File: config.mk
export PLATFORM = sky130hd
export DESIGN_NAME = noise
export DESIGN_NICKNAME = d
export VERILOG_FILES = /design/src/rtl/noise.sv
export SDC_FILE = /design/constraint.sdc
export NUM_CORES = 1
export LEC_CHECK = 0
export BUFFER_PORTS_ARGS = -buffer_cell sky130_fd_sc_hd__buf_2
export CAP_MARGIN = 10
export CELL_PAD_IN_SITES_DETAIL_PLACEMENT = 1
export CELL_PAD_IN_SITES_GLOBAL_PLACEMENT = 1
export CORE_AREA = 3 3 40 42
export DETAILED_ROUTE_END_ITERATION = 6
export DIE_AREA = 0 0 43 45
export MAX_ROUTING_LAYER = met4
export PLACE_DENSITY_LB_ADDON = 0.1
export SYNTH_ARGS = -nofsm -noshare
export SYNTH_HDL_FRONTEND = slang
export SYNTH_SLANG_ARGS = --single-unit
File: constraint.sdc
create_clock -name clk_sig -period 1.2 [get_ports clk_sig]
set_input_delay 0.18 -clock clk_sig [delete_from_list [all_inputs] [get_ports clk_sig]]
set_output_delay 0.18 -clock clk_sig [all_outputs]
set_load 0.05 [all_outputs]
File: src/rtl/noise.sv
// Deterministic channel-error mask generator: raises noise_sig for BURST
// consecutive cycles out of every INTERVAL cycles, restarting on reset.
module noise #(
  parameter int INTERVAL = 15,
  parameter int BURST    = 1
) (
  input  logic clk_sig,
  input  logic reset_sig,
  output logic noise_sig
);

  localparam int CW = (INTERVAL > 1) ? $clog2(INTERVAL) : 1;
  localparam logic [CW-1:0] LAST   = CW'(INTERVAL - 1);
  localparam logic [CW-1:0] THRESH = CW'(INTERVAL - BURST);

  if (INTERVAL < 1) begin : g_bad_interval
    $error("noise: INTERVAL must be >= 1");
  end
  if (BURST < 1) begin : g_bad_burst_low
    $error("noise: BURST must be >= 1");
  end
  if (BURST > INTERVAL) begin : g_bad_burst_high
    $error("noise: BURST must not exceed INTERVAL");
  end

  logic [CW-1:0] cnt_q, cnt_d;
  logic          noise_q, noise_d;
  logic          in_burst;

  // A burst covering the whole period needs no compare; it also avoids a
  // degenerate "cnt >= 0" comparison.
  if (BURST >= INTERVAL) begin : g_always_on
    assign in_burst = 1'b1;
  end else begin : g_compare
    assign in_burst = (cnt_q >= THRESH);
  end

  always_comb begin
    cnt_d   = (cnt_q == LAST) ? '0 : cnt_q + 1'b1;
    noise_d = in_burst;
  end

  always_ff @(posedge clk_sig) begin
    if (!reset_sig) begin
      cnt_q   <= '0;
      noise_q <= 1'b0;
    end else begin
      cnt_q   <= cnt_d;
      noise_q <= noise_d;
    end
  end

  assign noise_sig = noise_q;

endmodule

==> flow_summary.yaml <==
timing:
  fin_crit_sh_pct: 87.9
  final.setup_skew_ns: 0.000875
  worst_pin_slew_ns: 0.250
  hold_viol: 0
  slew_headroom_pct: 83.5
  min_period_ns: 1.05
  rsz0062_at_grt: "no"
  fin_setup_tns_ns: 0
  slew_viol_final: 0
  setup_violations: 0
  fmax_mhz: 948
logic_synthesis:
  ys_ff_latch: 5
  synthDistinctLibCells: 14
  syn_nets: 25
  synth.most_common_cell: "dfxtp_1"
  synth_area_leaders: "dfxtp_1 47%, ha_1 12%, o2111a_1 5.3%"
  synth_area_per_cell_um2: 10.1
  synth_top_area_cell: "dfxtp_1"
  synth_ff_type: "dfxtp_1"
  yosys_warnings: 0
  netlist_area_um2: 211
  synthCells: 21
  yosys.area.top_type_share_pct: 47.3
  synth-edff-count: 0
  async_reset_ff_share_pct: 0
  synth_common_cells: "5 x dfxtp_1, 2 x ha_1, 2 x inv_1, 2 x nor2_1"
  synth-seq-area-share_pct: 47.3
detailed_routing:
  via_count: 171
  firstDrtPassIters: 2
  ant_nets: 0
  avgViaCountPerCell: 3.98
  wl_per_cell_um: 9.72
  routed_wl_um: 418
  post-route-drc-count: 0
  drt_first_iter_violations: 2
clocking:
  cts_root_buffer: "clkbuf_4"
  clock_tree.buffer_depth: 2
  h-tree-depth: 1
  cts_tree: "built"
  numCtsBuffers: 3
  clk_pin_slew_worst_paths_ns: 0.04
  clk_latency_ns: 0.24
  cts.sinks: 5
status:
  status: "finished clean"
global_route:
  antenna_found_initial: 0
  grt_max_degree: 6
  grt_overflow: 0
  grt_usage_pct: 6.52
  grt_pass1_vias: 174
  grt_pass1_wl_um: 772
power:
  p_leak_nw: 0.116
  total_power_w: 0.000412
  powerDensity_nw_per_um2: 1490
  max-vdd-ir-drop_uv: 387
setup_path:
  cp_slowest_cell: "dfxtp_1"
  cp-start-kind: "register"
  required_ns: 1.33
  path_class: "register to register"
  cp-end-kind: "register"
  reg2regPathDepth: 4
  cp.arrival_ns: 1.19
  critPathMaxStageDelay_ns: 0.41
  cp_max_fo: 5
  cp_cell_sequence: "ha_2 > a21oi_1 > mux2i_1 > nor2b_1"
final_layout:
  finalNonFillerCells: 43
  area_growth_pct: 30.8
  fillers: 147
  num_antenna_cells: 0
  drive_above_1_share_pct: 28.6
  multiInputGateArea_um2: 106
  nets: 33
  ff_latch_area_um2: 100
  fin_util_pct: 21.5
worst_hold_path:
  hold_depth: 2
  hold_path_class: "input port to register"
placement:
  io_buffers: 2
  dp.cells: 39
  gp_congestion: 0.591
  hpwl_um: 315
floorplanning:
  rows: 13
  start_util_pct: 16.5
  dieArea_um2: 1940
  core_area_um2: 1280
  die_w_um: 43
  num_io_pins: 3
  die_y_um: 45
flow_run:
  maxCapViolCount: 0
==> worst paths after layout <==
path / from / end / slack, ns
min reg2reg: cnt_q[0]$_SDFF_PP0_ / cnt_q[0]$_SDFF_PP0_ / 0.43
min: reset_sig / cnt_q[2]$_SDFF_PP0_ / 0.20
max reg2reg: cnt_q[1]$_SDFF_PP0_ / cnt_q[2]$_SDFF_PP0_ / 0.15
max: cnt_q[1]$_SDFF_PP0_ / cnt_q[2]$_SDFF_PP0_ / 0.15
==> sequential cells by signal, indices dropped and copies added, names as in the netlist <==
register / count
noise_sig: 1
cnt_q: 4
==> cells by family after synthesis <==
family,Yosys count,share of synthesized area (%)
buffers and inverters,2,3.55
AND/OR/NAND/NOR,6,14.8
AO/OA/AOI/OAI,5,17.7
adder cells (fa/ha/maj),2,11.8
multiplexers,1,4.73
flip-flops,5,47.3
==> layout make-up <==
cell class / count / area share [%]
inverters: 2 / 2.71
repair buffers: 3 / 6.33
flip-flops and latches: 5 / 36.2
clock buffers: 4 / 9.50
well taps: 15 / 6.79
multi-input cells: 14 / 38.5
==> metrics by stage <==
| stage | area (um^2) | hold WS [ns] | setup WS [ns] |
|---|---|---|---|
| 5_1_grt | 277 | 0.198 | 0.0261 |
| 3_5_place_dp | 248 | 0.432 | 0.113 |
| 6_report | 277 | 0.205 | 0.145 |
| 4_1_cts | 274 | 0.199 | 0.0994 |
| 3_3_place_gp | 248 | 0.431 | 0.142 |
| 2_1_floorplan | 211 | 0.308 | 0.174 |
==> what timing repair did <==
item / in CTS / in global routing
buffers inserted: 0 / 0
endpoints found under the setup margin: 0 / 1
gates resized for setup: 0 / 1
hold buffers: 0 / 0
==> placed cells by master (no fill, tap or decap), types with 2 or more instances in the layout <==
master	n
dfxtp_1	5
clkbuf_4	3
inv_1	2
nor2_1	2
buf_2	2
==> worst max-delay path, delay by kind of cell, from the launching register on <==
family	cells	cell delay (ns)
adder cells (fa/ha/maj)	1	0.26
AND/OR/NAND/NOR	1	0.06
flip-flops	1	0.41
multiplexers	1	0.14
AO/OA/AOI/OAI	1	0.08
==> layer usage <==
metal,part of all wire [%],GRT usage (%),routed length (um),vias up
met5,0,-,0,-
met4,1.2,7.23,5,0
met3,3.3,3.59,14,2
met2,46,8.08,191,1
met1,49,6.75,206,81
li1,-,-,-,87
==> power by group <==
part / leakage, nW / switching [W] / total (W) / internal, W
sequential: 0.0409 / 0.0000106 / 0.000186 / 0.000175
combinational: 0.0603 / 0.0000159 / 0.0000327 / 0.0000169
clock: 0.0150 / 0.0000675 / 0.000193 / 0.000126
No activity file was read; power rests on OpenSTA's default activity.
